--- src/rtl/driver_rgb_pwm_pkg.sv ---
// Shared constants for the RGB PWM driver: colour patterns, RGB bit positions
// and the one-hot colour codes accepted on the load interface.
package driver_rgb_pwm_pkg;

  // Colour patterns, bit order {B, R, G}
  localparam logic [2:0] COR_OFF = 3'b000;
  localparam logic [2:0] COR_R   = 3'b010;
  localparam logic [2:0] COR_G   = 3'b001;
  localparam logic [2:0] COR_B   = 3'b100;
  localparam logic [2:0] COR_RG  = 3'b011;

  localparam int BIT_G = 0;
  localparam int BIT_R = 1;
  localparam int BIT_B = 2;

  localparam logic [3:0] CODIGO_R  = 4'b0001;
  localparam logic [3:0] CODIGO_B  = 4'b0010;
  localparam logic [3:0] CODIGO_RG = 4'b0100;
  localparam logic [3:0] CODIGO_G  = 4'b1000;

endpackage

--- src/rtl/driver_rgb_pwm_decodificador_cor.sv ---
// Combinational one-hot colour decoder; any non-legal code decodes to off.
module decodificador_cor
  import driver_rgb_pwm_pkg::*;
(
  input  logic [3:0] codigo,
  output logic [2:0] cor
);

  // one-hot code to colour lookup
  always_comb begin
    cor = COR_OFF;
    case (codigo)
      CODIGO_R:  cor = COR_R;
      CODIGO_B:  cor = COR_B;
      CODIGO_RG: cor = COR_RG;
      CODIGO_G:  cor = COR_G;
      default:   cor = COR_OFF;
    endcase
  end

endmodule

--- src/rtl/driver_rgb_pwm.sv ---
// Multi-channel RGB LED driver with per-channel brightness PWM and optional
// blink gating (blink logic present only when DRIVER_RGB_PISCA_EN is defined).
module driver_rgb_pwm
  import driver_rgb_pwm_pkg::*;
#(
  parameter int N_CANAIS    = 2,
  parameter int LARGURA_PWM = 4,
  parameter int DIV_PISCA   = 16,
  localparam int LARGURA_CANAL = (N_CANAIS > 1) ? $clog2(N_CANAIS) : 1
)(
  input  logic                     clock,
  input  logic                     reset,
  input  logic                     carrega,
  input  logic [LARGURA_CANAL-1:0] canal,
  input  logic [3:0]               dados,
  input  logic [LARGURA_PWM-1:0]   brilho,
  input  logic                     pisca,
  output logic [3*N_CANAIS-1:0]    leds_rgb,
  output logic                     erro
);

  logic [2:0]              cor_s;
  logic [31:0]             canal_ext_s;
  logic                    canal_ok_s;
  logic                    wrap_s;
  logic [LARGURA_PWM-1:0]  cnt_pwm_r;
  logic [2:0]              cor_r    [N_CANAIS];
  logic [LARGURA_PWM-1:0]  brilho_r [N_CANAIS];
  logic [N_CANAIS-1:0]     pisca_ok_s;
  logic [N_CANAIS-1:0]     on_s;
  logic [3*N_CANAIS-1:0]   leds_s;
  logic [3*N_CANAIS-1:0]   leds_r;
  logic                    erro_r;

  decodificador_cor u_decodificador_cor (
    .codigo (dados),
    .cor    (cor_s)
  );

  assign canal_ext_s = 32'(canal);
  assign canal_ok_s  = (canal_ext_s < 32'(N_CANAIS));
  assign wrap_s      = (cnt_pwm_r == {LARGURA_PWM{1'b1}});

  // free-running PWM counter, never disturbed by loads
  always_ff @(posedge clock or negedge reset) begin
    if (!reset) begin
      cnt_pwm_r <= {LARGURA_PWM{1'b0}};
    end else begin
      cnt_pwm_r <= cnt_pwm_r + {{(LARGURA_PWM-1){1'b0}}, 1'b1};
    end
  end

  // per-channel colour and brightness storage, written only for a valid index
  always_ff @(posedge clock or negedge reset) begin
    if (!reset) begin
      for (int c = 0; c < N_CANAIS; c++) begin
        cor_r[c]    <= COR_OFF;
        brilho_r[c] <= {LARGURA_PWM{1'b0}};
      end
    end else begin
      for (int c = 0; c < N_CANAIS; c++) begin
        if (carrega && (canal_ext_s == 32'(c))) begin
          cor_r[c]    <= cor_s;
          brilho_r[c] <= brilho;
        end
      end
    end
  end

`ifdef DRIVER_RGB_PISCA_EN
  localparam int LARGURA_DIV = $clog2(DIV_PISCA) + 1;

  logic [LARGURA_DIV-1:0] cnt_pisca_r;
  logic                   fase_pisca_r;
  logic [N_CANAIS-1:0]    pisca_r;

  // blink period counter: advances once per PWM wrap, toggles phase every DIV_PISCA wraps
  always_ff @(posedge clock or negedge reset) begin
    if (!reset) begin
      cnt_pisca_r  <= {LARGURA_DIV{1'b0}};
      fase_pisca_r <= 1'b0;
    end else if (wrap_s) begin
      if (cnt_pisca_r == LARGURA_DIV'(DIV_PISCA - 1)) begin
        cnt_pisca_r  <= {LARGURA_DIV{1'b0}};
        fase_pisca_r <= ~fase_pisca_r;
      end else begin
        cnt_pisca_r  <= cnt_pisca_r + {{(LARGURA_DIV-1){1'b0}}, 1'b1};
      end
    end
  end

  // per-channel blink request storage
  always_ff @(posedge clock or negedge reset) begin
    if (!reset) begin
      pisca_r <= {N_CANAIS{1'b0}};
    end else begin
      for (int c = 0; c < N_CANAIS; c++) begin
        if (carrega && (canal_ext_s == 32'(c))) begin
          pisca_r[c] <= pisca;
        end
      end
    end
  end

  // blinking channels are held dark during phase 0
  always_comb begin
    pisca_ok_s = {N_CANAIS{1'b0}};
    for (int c = 0; c < N_CANAIS; c++) begin
      pisca_ok_s[c] = ~pisca_r[c] | fase_pisca_r;
    end
  end
`else
  logic unused_pisca_s;

  assign unused_pisca_s = pisca;
  assign pisca_ok_s     = {N_CANAIS{1'b1}};
`endif

  // LED drive from pre-edge state: full-scale brightness is always on, zero never
  always_comb begin
    on_s   = {N_CANAIS{1'b0}};
    leds_s = {3*N_CANAIS{1'b0}};
    for (int c = 0; c < N_CANAIS; c++) begin
      on_s[c] = (brilho_r[c] == {LARGURA_PWM{1'b1}}) || (cnt_pwm_r < brilho_r[c]);
      leds_s[3*c +: 3] = cor_r[c] & {3{on_s[c] & pisca_ok_s[c]}};
    end
  end

  // output registers
  always_ff @(posedge clock or negedge reset) begin
    if (!reset) begin
      leds_r <= {3*N_CANAIS{1'b0}};
      erro_r <= 1'b0;
    end else begin
      leds_r <= leds_s;
      erro_r <= carrega & ~canal_ok_s;
    end
  end

  assign leds_rgb = leds_r;
  assign erro     = erro_r;

endmodule

--- config.mk ---
export PLATFORM = sky130hd
export DESIGN_NAME = driver_rgb_pwm
export DESIGN_NICKNAME = d
export VERILOG_FILES = /design/src/rtl/driver_rgb_pwm_pkg.sv /design/src/rtl/driver_rgb_pwm_decodificador_cor.sv /design/src/rtl/driver_rgb_pwm.sv
export SDC_FILE = /design/constraint.sdc
export NUM_CORES = 1
export LEC_CHECK = 0
export CORE_MARGIN = 1.5
export CORE_UTILIZATION = 50
export DETAILED_ROUTE_END_ITERATION = 7
export GPL_TIMING_DRIVEN = 0
export PLACE_DENSITY = 0.79
export SLEW_MARGIN = 15
export SYNTH_ARGS = -nofsm -noshare
export SYNTH_HDL_FRONTEND = slang
export SYNTH_SLANG_ARGS = --single-unit
--- constraint.sdc ---
create_clock -name clock -period 1.3 [get_ports clock]
set_input_delay 0.195 -clock clock [delete_from_list [all_inputs] [get_ports clock]]
set_output_delay 0.195 -clock clock [all_outputs]
set_load 0.03 [all_outputs]
==> summary.txt, run 1 <==
Worst setup path
  • Buf/Inv on CP: 0
  • Crit path launch type: flip-flop
  • Delay of the slowest critical-path stage: approximately 0.47 ns
  • Kind of critical path: flip-flop to flip-flop
  • CP Cell Sequence: ha_4, a21oi_1, o21ai_2, a21boi_1
  • Worst Path Required: 1.54 ns
  • Critical path arrival: 1.52 ns
  • Crit-path max FO: 3
  • Element type at the critical path end: flip-flop
  • Slowest CP cell: dfrtp_2
  • CP top delay family: compound AO/OA/AOI/OAI gates

Power and ir drop
  • Logic pwr share: between 10% and 20%
  • Clock Power Share: ~22%
  • Worst vdd ir: about 750 uV
  • Pint: between 1000 and 1500 uW
  • Sequential share of power: 59.3%
  • PD cells: 1040 nW/um^2
  • Leak pwr: 0.000653 uW
  • NetSw: 378 uW
  • Switching power share of the total: 26.4%

Place
  • I/O Buffers: 17
  • Routability Congestion: 0.800
  • Placed Instances: 131

Timing
  • Worst Hold Margin: 0.0380 ns
  • Finish-stage setup viols: 0
  • Post-layout minimum cycle time: 1.29 ns
  • Fin. max-slew vios: 0
  • Hold Vio Cnt, Final: 0
  • Fmax: a little under 800 MHz
  • Final worst-path cycle share: 99.0%
  • Least-Margin Pin Slew: roughly 1.0 ns
  • Slew HR: 32.0%
  • Worst clock skew: approximately 0.0047 ns
  • RSZ-0062 raised after global routing: true

Cells and area
  • Commonest non-fill, non-tap cell in the layout: dfrtp_1
  • Register area: 603 sq um
  • Fraction of final layout cells sized beyond drive strength 1: 24.3%
  • Filler Cell Count: 137
  • Final #Nets: 133
  • Non-Filler Instances: 138
  • P&R area growth vs syn: 30.4%
  • Most frequent cells in the layout: dfrtp_1, clkdlybuf4s50_1, nand2_1
  • Antenna Cells: 0
  • Multi-input logic area: 485 sq um

Clock network
  • Clock Latency Late Sink: slightly above 0.3 ns
  • CTS buffer count: 3
  • Reg clk slew, reported paths: 0.12 ns
  • Clock root buffer: clkbuf_4
  • H-tree depth: 1
  • Clock Sinks: 24
  • Clock Tree Buf Depth: 2
  • CTS tree: built

Global route
  • First-pass GRT wire length: 2920 microns
  • Largest net degree at the start of global routing: 25
  • Tot GR Track Use: between 10% and 20%
  • Number of global-route vias before repair: 691
  • Initial antenna violation count: 0
  • GRT overflow: 0

Synth
  • Netlist cell types: 22
  • Sequential area share after synthesis: 56.8%
  • Seq cells post-synth: 24
  • Cells after Synth: 87
  • Synth Warn #: 0
  • Post-Syn Nets: about 110
  • Avg Cell Area, Syn: 12.2 sq um
  • Synth Cell Area: 1060 sq um

Hold path
  • Worst min path class: primary input to asynchronous set/reset pin

Die
  • Core outline area: 1980 sq um
  • Initial core utilization: 53.3%
  • Die area: approximately 2400 sq um
  • Row count: 16
  • Top-Level Pins: 20
  • Die Ht: about 49 microns
  • Chip width: 49.0 microns

Route
  • Drt pass-1 iters: 4
  • DRC Markers: 0
  • Number of DRC markers in iteration 0: 1
  • Post-DR vias/cell: between 5 and 6
  • Via count: just over 700
  • Wire per inst: 13.2 microns
  • Post-Route WL: 1830 microns
  • Post-route ant nets: 0

Run status
  • Outcome: complete, no violations

Job
  • Max-cap viol count: 0
cells by family (layout without fill, tap and decap cells):
kind of cell	after synthesis	count (layout)	synth area share, %
flip-flops	24	24	56.8
AND/OR/NAND/NOR	16	16	8.64
XOR/XNOR	4	4	3.31
other	1	1	0.355
AO/OA/AOI/OAI	18	18	10.4
adder cells (fa/ha/maj)	7	7	8.28
buffers and inverters	9	33	3.67
multiplexers	8	8	8.52
sequential cells by signal (all words and copies together), names as in the netlist:
signal     count
brilho_r       8
leds_rgb       6
cor_r          6
cnt_pwm_r      4
metrics by stage:
step,setup slack [ns],TNS [ns],area [sq um],utilization (%),total power [uW]
6_report,0.0135,0,1380,69.6,1430
4_1_cts,-0.0149,-0.0247,1280,64.8,1400
5_1_grt,-0.0744,-0.314,1380,69.6,1520
2_1_floorplan,0.0974,0,1060,-,991
3_3_place_gp,-0.127,-4.38,1260,63.6,1090
3_5_place_dp,-0.149,-5.57,1260,63.6,1100
metal layers:
| layer | GRT usage, % | wire length (microns) | vias to the layer above |
|---|---|---|---|
| met2 | 29.5 | 910 | 18 |
| met5 | 0 | 0 | - |
| met4 | 4.29 | 24 | 0 |
| li1 | - | - | 350 |
| met1 | 19.3 | 822 | 336 |
| met3 | 3.99 | 69 | 2 |
power by group through the flow:
stage          Sequential (uW)  Clock, uW  Combinational [uW]
4_1_cts                    847        313                 238
5_1_grt                    859        352                 305
6_report                   849        309                 274
2_1_floorplan              879          0                 112
3_5_place_dp               863          0                 242
3_3_place_gp               859          0                 229
what timing repair did:
action                                  in CTS  in global routing
cloned                                       0                  0
pin swaps                                    6                 11
hold buffers                                 0                  0
resized for setup                           16                 12
endpoints found under the setup margin      12                  6
setup buffers                                0                  4
cell usage after synthesis:
cell type,number,share of area (%)
dfrtp_1,24,57
ha_1,7,8.3
inv_1,7,2.5
nand2_1,7,2.5
a21boi_0,6,4.3
o21ai_1,6,2.8
mux2_1,4,4.3
mux2_2,4,4.3
xnor2_1,3,2.5
a21oi_1,2,0.95
nand4_1,2,1.2
nor3b_1,2,1.4
o211ai_1,2,1.4
o21ai_0,2,0.95
or3_1,2,1.2
buf_2,1,0.47
buf_4,1,0.71
conb_1,1,0.35
nand2b_1,1,0.59
nand3_1,1,0.47
or4b_4,1,1.3
xor2_1,1,0.83
layout make-up:
cell class | instances | share of cell area, %
buffer | 2 | 0.907
sequential | 24 | 43.7
multi-input combinational | 54 | 35.2
tap | 27 | 2.45
inverter | 7 | 1.91
timing repair buffer | 21 | 14.2
clock buffer | 3 | 1.63
worst register-to-register path, delay by kind of cell, from the launching register on:
kind	cells	cell delay, ns
flip-flops	1	0.47
adder cells (fa/ha/maj)	1	0.26
AO/OA/AOI/OAI	3	0.48
path summary, 6_finish.rpt:
| kind | to | cells after the start | startpoint | slack [ns] |
|---|---|---|---|---|
| max reg2reg | leds_rgb[2]$_DFF_PN0_ | 4 | cnt_pwm_r[3]$_DFF_PN0_ | 0.01 |
| max in group asynchronous | cnt_pwm_r[3]$_DFF_PN0_ | 1 | reset | 0.58 |
| min in group clock | brilho_r[5]$_DFFE_PN0P_ | 2 | brilho[1] | 0.50 |
| min | cnt_pwm_r[1]$_DFF_PN0_ | 1 | reset | 0.04 |
| min reg2reg | cor_r[0]$_DFFE_PN0P_ | 2 | cor_r[0]$_DFFE_PN0P_ | 0.50 |
| max | leds_rgb[2]$_DFF_PN0_ | 4 | cnt_pwm_r[3]$_DFF_PN0_ | 0.01 |
(Power assumes the default switching activity.)
==> run 2: changes to the inputs <==
--- a/config.mk
+++ b/config.mk
@@ -13,4 +13,5 @@
 export SLEW_MARGIN = 15
 export SYNTH_ARGS = -nofsm -noshare
 export SYNTH_HDL_FRONTEND = slang
+export SYNTH_HIERARCHICAL = 1
 export SYNTH_SLANG_ARGS = --single-unit
==> constraint.sdc (replaced) <==
create_clock -name clock -period 1.3 [get_ports clock]
set_input_delay 0.13 -clock clock [delete_from_list [all_inputs] [get_ports clock]]
set_output_delay 0.13 -clock clock [all_outputs]
set_load 0.03 [all_outputs]
==> run 2 against run 1 <==
Against the previous run:
- first-iteration DRC count increased to 4.0 times the previous value
- clock skew up 0.0029 ns
- sequential share of layout area grew 0.22 points
- sequential power down 0.5%
- core utilization fell by 2.0 points
- hold slack gained 0.31 ns
- combinational power fell by 3%
- setup slack improved by 0.022 ns
==> summary.txt, run 2 <==
Clock network
  • CTS tree: built (unchanged)
  • Clock Tree Buf Depth: 2 (unchanged)
  • Clock Sinks: 24 (unchanged)
  • Clock root buffer: clkbuf_4 (unchanged)
  • Clock Latency Late Sink: 0.32 ns (was 0.31 ns)
  • Hold-fix buffers, CTS: 0 (unchanged)
  • CTS buffer count: 3 (unchanged)
  • H-tree depth: 1 (unchanged)
  • Reg clk slew, reported paths: 0.13 ns (was 0.12 ns)

Timing
  • Fmax: 791 MHz (was 777 MHz)
  • Post-layout minimum cycle time: 1.26 ns (was 1.29 ns)
  • Worst Hold Margin: 0.344 ns (was 0.0380 ns)
  • Final worst-path cycle share: 97.3% (was 99.0%)
  • Finish-stage setup viols: 0 (unchanged)
  • Slew HR: 32.1% (was 32.0%)
  • Hold Vio Cnt, Final: 0 (unchanged)
  • Worst clock skew: 0.00757 ns (was 0.00466 ns)
  • RSZ-0062 raised after global routing: true (unchanged)
  • Fin. max-slew vios: 0 (unchanged)
  • Setup TNS: 0 ns (unchanged)
  • Least-Margin Pin Slew: 1.01 ns (was 1.02 ns)

Worst setup path
  • Element type at the critical path end: flip-flop (unchanged)
  • Buf/Inv on CP: 0 (unchanged)
  • CP top delay family: compound AO/OA/AOI/OAI gates (unchanged)
  • Worst R2R End: leds_rgb[3]$_DFF_PN0_ (was leds_rgb[2]$_DFF_PN0_)
  • Worst Path Required: 1.55 ns (was 1.54 ns)
  • Crit path to: leds_rgb[3]$_DFF_PN0_ (was leds_rgb[2]$_DFF_PN0_)
  • Worst reg2reg startpoint: cnt_pwm_r[1]$_DFF_PN0_ (was cnt_pwm_r[3]$_DFF_PN0_)
  • Critical Path Start: cnt_pwm_r[1]$_DFF_PN0_ (was cnt_pwm_r[3]$_DFF_PN0_)
  • Critical path arrival: 1.51 ns (was 1.52 ns)
  • Kind of critical path: flip-flop to flip-flop (unchanged)
  • Crit path launch type: flip-flop (unchanged)
  • Reg2Reg Setup Slack: 0.04 ns (was 0.01 ns)
  • CP Cell Sequence: ha_1, o211ai_1, o21ai_2, a21boi_0 (was ha_4, a21oi_1, o21ai_2, a21boi_1)
  • Slowest CP cell: dfrtp_1 (was dfrtp_2)
  • Delay of the slowest critical-path stage: 0.43 ns (was 0.47 ns)
  • Instance count on the critical path: 4 (unchanged)
  • R2R depth: 4 (unchanged)
  • Crit-path max FO: 3 (unchanged)

Die
  • Chip width: 49.9 microns (was 49.0 microns)
  • Top-Level Pins: 20 (unchanged)
  • Core outline area: 2020 sq um (was 1980 sq um)
  • Die area: 2490 sq um (was 2400 sq um)
  • Row count: 16 (unchanged)
  • Initial core utilization: 54.3% (was 53.3%)
  • Die Ht: 49.9 microns (was 49.0 microns)

Global route
  • Initial antenna violation count: 0 (unchanged)
  • Largest net degree at the start of global routing: 25 (unchanged)
  • First-pass GRT wire length: 3130 microns (was 2920 microns)
  • GRT overflow: 0 (unchanged)
  • Number of global-route vias before repair: 703 (was 691)
  • Tot GR Track Use: 17.8% (was 16.3%)

Cells and area
  • Filler Cell Count: 156 (was 137)
  • Register area: 601 sq um (was 603 sq um)
  • Most flops, register: brilho_r (unchanged)
  • Final #Nets: 128 (was 133)
  • P&R area growth vs syn: 24.4% (was 30.4%)
  • Most frequent cells in the layout: dfrtp_1, clkdlybuf4s50_1, inv_1, mux2_2, ha_1 (was dfrtp_1, clkdlybuf4s50_1, nand2_1)
  • Antenna Cells: 0 (unchanged)
  • Multi-input logic area: 473 sq um (was 485 sq um)
  • Max reg flops: 8 (unchanged)
  • Fraction of final layout cells sized beyond drive strength 1: 26.2% (was 24.3%)
  • Commonest non-fill, non-tap cell in the layout: dfrtp_1 (unchanged)

Route
  • Post-DR vias/cell: 5.24 (was 5.12)
  • Via count: 702 (was 706)
  • Number of DRC markers in iteration 0: 4 (was 1)
  • Wire per inst: 14.1 microns (was 13.2 microns)
  • DRC Markers: 0 (unchanged)
  • Post-Route WL: 1900 microns (was 1830 microns)
  • Post-route ant nets: 0 (unchanged)
  • Drt pass-1 iters: 4 (unchanged)

Synth
  • Synth Cell Area: 1100 sq um (was 1060 sq um)
  • Count leader, synth: dfrtp_1 (unchanged)
  • Seq cells post-synth: 24 (unchanged)
  • Cells after Synth: 84 (was 87)
  • Post-synth EDFFs: 0 (unchanged)
  • Dominant cell type by area after synthesis: dfrtp_1 (unchanged)
  • Async SR Flop Fraction: 100% (unchanged)
  • Synth top cells by count: dfrtp_1, ha_1, inv_1, mux2_2, a21boi_0 (was dfrtp_1, ha_1, inv_1, nand2_1)
  • Sequential area share after synthesis: 54.7% (was 56.8%)
  • Synth Warn #: 6 (was 0)
  • Top cell type's share of synthesized area: 54.7% (was 56.8%)
  • Top FF cell, synth: dfrtp_1 (unchanged)
  • Post-Syn Nets: 104 (was 107)
  • Netlist cell types: 22 (unchanged)
  • Avg Cell Area, Syn: 13.1 sq um (was 12.2 sq um)
  • Top area cells in the synthesized netlist: dfrtp_1, ha_1, mux2_2 (was dfrtp_1, ha_1, a21boi_0)

Power and ir drop
  • Leak pwr: 0.000676 uW (was 0.000653 uW)
  • Worst vdd ir: 638 uV (was 747 uV)
  • PD cells: 1100 nW/um^2 (was 1040 nW/um^2)

Job
  • Max-cap viol count: 0 (unchanged)

Place
  • Post-detail-place hpwl: 1450 microns
  • Routability Congestion: 0.788 (was 0.800)
  • I/O Buffers: 17 (unchanged)

Hold path
  • Worst min path class: primary input to asynchronous set/reset pin (unchanged)

Run status
  • Outcome: complete, no violations (unchanged)
==> run 2: changes by cell type after synthesis, sizes merged <==
| cell | change |
|---|---|
| mux2 | +3 |
| nand2 | -3 |
| nand2b | -1 |
| nor2b | +1 |
| nor3 | +2 |
| nor4b | +1 |
| o21ai | -3 |
| or3 | -2 |
| or4b | -1 |
==> run 2: how the worst min path moves through the flow <==
stage,slack (ns),from,depth (start not counted),to
finish,0.34,reset,1,brilho_r[6]$_DFFE_PN0P_
detailed placement,0.49,cor_r[2]$_DFFE_PN0P_,1,cor_r[2]$_DFFE_PN0P_
CTS,0.38,reset,1,leds_rgb[2]$_DFF_PN0_
global placement,0.48,cor_r[0]$_DFFE_PN0P_,1,cor_r[0]$_DFFE_PN0P_
global route,0.42,reset,1,cor_r[3]$_DFFE_PN0P_
floorplan,-0.17,reset,0,brilho_r[0]$_DFFE_PN0P_
==> run 2: report_power, final <==
group          switching [uW]  leakage, uW  internal [uW]
clock                     226    0.0000210            172
combinational             134     0.000344            131
sequential               35.5     0.000310            810
==> run 2: cell families (layout without fill, tap and decap cells) <==
family	Yosys count	count (layout)	share of synthesized area, %
AND/OR/NAND/NOR	13	13	8.43
flip-flops	24	24	54.7
AO/OA/AOI/OAI	15	15	8.66
other	1	1	0.341
adder cells (fa/ha/maj)	7	7	7.97
XOR/XNOR	4	4	3.19
buffers and inverters	9	32	4.10
multiplexers	11	11	12.6
==> run 2: stage by stage <==
step / std cells / setup WS, ns / instance area, sq um / utilization [%] / total power (uW)
CTS: 133 / 0.000340 / 1340 / 66.2 / 1520
detailed placement: 128 / -0.117 / 1300 / 64.4 / 1130
global placement: 128 / -0.0941 / 1300 / 64.4 / 1120
floorplan: 84 / 0.0974 / 1100 / - / 1010
finish: 134 / 0.0355 / 1370 / 67.6 / 1510
global route: 134 / -0.0171 / 1370 / 67.6 / 1580
==> run 2: timing repair <==
action	CTS	global route
gates resized for setup	8	9
setup buffers	1	1
endpoints found under the hold margin	0	0
pin swaps	1	5
endpoints found under the setup margin	12	6
cloned	0	0
==> run 2: per-layer routing <==
layer / global-route usage [%] / share of wire [%] / up-vias
li1: - / - / 340
met1: 21.0 / 45 / 340
met2: 28.9 / 49 / 17
met3: 3.64 / 3.2 / 5
met4: 12.5 / 2.8 / 0
met5: 0 / 0 / -
==> run 2: cell type report <==
| type | instances | area share [%] |
|---|---|---|
| sequential | 24 | 44.0 |
| timing repair buffer | 19 | 13.0 |
| tap | 27 | 2.47 |
| buffer | 2 | 1.37 |
| inverter | 7 | 1.92 |
| multi-input combinational | 51 | 34.6 |
| clock buffer | 4 | 2.66 |
==> run 2: worst register-to-register path, delay by kind of cell, from the launching register on <==
kind	cells	cell delay, ns
flip-flops	1	0.43
AO/OA/AOI/OAI	3	0.46
adder cells (fa/ha/maj)	1	0.30
==> run 3: changes to the inputs <==
--- a/config.mk
+++ b/config.mk
@@ -5,6 +5,7 @@
 export SDC_FILE = /design/constraint.sdc
 export NUM_CORES = 1
 export LEC_CHECK = 0
+export CORE_ASPECT_RATIO = 1.2
 export CORE_MARGIN = 1.5
 export CORE_UTILIZATION = 50
 export DETAILED_ROUTE_END_ITERATION = 7
==> run 3 against run 2 <==
Against the previous run:
- the run now ends with negative setup slack left
- flip-flop and latch count did not move
- die area is essentially flat
- first-iteration DRC count grew to 5.5 times the previous value
- clock power is 34% higher
- sequential share of layout area is 1.8 points lower
- setup slack got worse by 0.068 ns
- hold slack got worse by 0.044 ns
==> summary.txt, run 3 (same netlist as run 2, synthesis figures left out) <==
Die
  • Initial core utilization: 53.0% (was 54.3%)
  • Row count: 18 (was 16)
  • Top-Level Pins: 20 (unchanged)
  • Core outline area: 2070 sq um (was 2020 sq um)
  • Chip width: 45.8 microns (was 49.9 microns)
  • Die area: 2490 sq um (about the same)
  • Die Ht: 54.3 microns (was 49.9 microns)

Route
  • Via count: 753 (was 702)
  • DRC Markers: 0 (unchanged)
  • Number of DRC markers in iteration 0: 22 (was 4)
  • Drt pass-1 iters: 4 (unchanged)
  • Post-route ant nets: 0 (unchanged)
  • Wire per inst: 15.7 microns (was 14.1 microns)
  • Post-Route WL: 2180 microns (was 1900 microns)
  • Post-DR vias/cell: 5.42 (was 5.24)

Worst setup path
  • Element type at the critical path end: flip-flop (unchanged)
  • Slowest CP cell: dfrtp_2 (was dfrtp_1)
  • Kind of critical path: flip-flop to flip-flop (unchanged)
  • Buf/Inv on CP: 0 (unchanged)
  • Delay of the slowest critical-path stage: 0.47 ns (was 0.43 ns)
  • Worst Path Required: 1.55 ns (about the same)
  • CP top delay family: flip-flops (was compound AO/OA/AOI/OAI gates)
  • Critical path arrival: 1.58 ns (was 1.51 ns)
  • Crit-path max FO: 3 (unchanged)
  • CP Cell Sequence: ha_1, o211ai_1, o21ai_2, a21boi_1 (was ha_1, o211ai_1, o21ai_2, a21boi_0)
  • Crit path launch type: flip-flop (unchanged)

Clock network
  • Clock Latency Late Sink: 0.32 ns (about the same)
  • Clock Tree Buf Depth: 2 (unchanged)
  • Clock Sinks: 24 (unchanged)
  • Clock root buffer: clkbuf_4 (unchanged)
  • Reg clk slew, reported paths: 0.13 ns (about the same)
  • CTS tree: built (unchanged)
  • CTS buffer count: 3 (unchanged)
  • H-tree depth: 1 (unchanged)

Global route
  • Number of global-route vias before repair: 719 (was 703)
  • Tot GR Track Use: 18.9% (was 17.8%)
  • GRT overflow: 0 (unchanged)
  • Initial antenna violation count: 0 (unchanged)
  • First-pass GRT wire length: 3190 microns (was 3130 microns)
  • Largest net degree at the start of global routing: 25 (unchanged)

Timing
  • Fin. max-slew vios: 0 (unchanged)
  • Slew HR: 65.1% (was 32.1%)
  • Fmax: 750 MHz (was 791 MHz)
  • Setup TNS: -0.0835 ns (was 0 ns)
  • Final WS setup: -0.0330 ns (was 0.0355 ns)
  • Least-Margin Pin Slew: 0.516 ns (was 1.01 ns)
  • Post-layout minimum cycle time: 1.33 ns (was 1.26 ns)
  • Worst clock skew: 0.00273 ns (was 0.00757 ns)
  • Hold Vio Cnt, Final: 0 (unchanged)
  • Final worst-path cycle share: 103% (was 97.3%)
  • Finish-stage setup viols: 4 (was 0)
  • RSZ-0062 raised after global routing: true (unchanged)

Power and ir drop
  • Worst vdd ir: 686 uV (was 638 uV)
  • Leak pwr: 0.000689 uW (was 0.000676 uW)
  • PD cells: 1170 nW/um^2 (was 1100 nW/um^2)

Place
  • Post-detail-place hpwl: 1430 microns (was 1450 microns)
  • Routability Congestion: 0.834 (was 0.788)
  • I/O Buffers: 17 (unchanged)
  • DP Area: 1310 sq um (was 1300 sq um)

Cells and area
  • Filler Cell Count: 166 (was 156)
  • Max reg flops: 8 (unchanged)
  • Antenna Cells: 0 (unchanged)
  • Post-route cell area: 1430 sq um (was 1370 sq um)
  • Final #Nets: 130 (was 128)
  • Fraction of final layout cells sized beyond drive strength 1: 33.0% (was 26.2%)
  • P&R area growth vs syn: 30.3% (was 24.4%)
  • Most frequent cells in the layout: dfrtp_1, clkdlybuf4s50_1, mux2_2, inv_1, dlygate4sd2_1 (was dfrtp_1, clkdlybuf4s50_1, inv_1, mux2_2, ha_1)
  • Commonest non-fill, non-tap cell in the layout: dfrtp_1 (unchanged)
  • Most flops, register: brilho_r (unchanged)

Run status
  • Outcome: finished, violations left (was complete, no violations)
  • Failing checks: negative setup slack

Job
  • Max-cap viol count: 0 (unchanged)

Hold path
  • Worst min path class: primary input to asynchronous set/reset pin (unchanged)
==> run 3: final cells by class <==
cell class                 instances  area [sq um]  share of cell area, %
clock inverter                     1          30.0                   2.10
inverter                           7          26.3                   1.84
buffer                             2          18.8                   1.31
tap                               30          37.5                   2.62
clock buffer                       3          22.5                   1.57
sequential                        24           603                   42.1
timing repair buffer              21           190                   13.3
multi-input combinational         51           503                   35.1
==> run 3: timing repair <==
action	in CTS	in global routing
setup buffers	0	3
hold buffers	0	1
pin swaps	7	1
resized for setup	18	7
hold endpoints to repair	0	24
setup endpoints to repair	12	6
==> run 3: path summary, 6_finish.rpt <==
check | from | slack [ns] | end | cells past startpoint
max in group asynchronous | reset | 0.63 | cnt_pwm_r[1]$_DFF_PN0_ | 2
max reg2reg | cnt_pwm_r[1]$_DFF_PN0_ | -0.03 | leds_rgb[1]$_DFF_PN0_ | 4
min | reset | 0.30 | cnt_pwm_r[2]$_DFF_PN0_ | 2
min reg2reg | cor_r[5]$_DFFE_PN0P_ | 0.52 | cor_r[5]$_DFFE_PN0P_ | 1
max | cnt_pwm_r[1]$_DFF_PN0_ | -0.03 | leds_rgb[1]$_DFF_PN0_ | 4
min in group clock | brilho[2] | 0.40 | brilho_r[6]$_DFFE_PN0P_ | 3
==> run 3: metrics by stage <==
| stage | worst slack (ns) | util (%) | hold WS (ns) | cells | total power, uW |
|---|---|---|---|---|---|
| 2_1_floorplan | 0.0974 | - | -0.166 | 84 | 1010 |
| 3_3_place_gp | -0.0837 | 63.0 | 0.483 | 131 | 1120 |
| 3_5_place_dp | -0.194 | 63.0 | 0.499 | 131 | 1130 |
| 4_1_cts | -0.0118 | 66.4 | 0.381 | 135 | 1670 |
| 5_1_grt | -0.0605 | 69.1 | 0.355 | 139 | 1740 |
| 6_report | -0.0330 | 69.1 | 0.300 | 139 | 1680 |
==> run 3: layer usage <==
layer	track usage, %	wire [microns]
met1	22.4	852
met2	30.0	1150
met3	3.63	121
met4	14.3	53
met5	0	0
==> run 3: where the power goes <==
group	internal, uW	switching [uW]	leakage, uW	total (uW)
registers	810	38.5	0.000307	848
logic	141	152	0.000354	294
clock network	312	222	0.0000279	534
total	1260	412	0.000689	1680
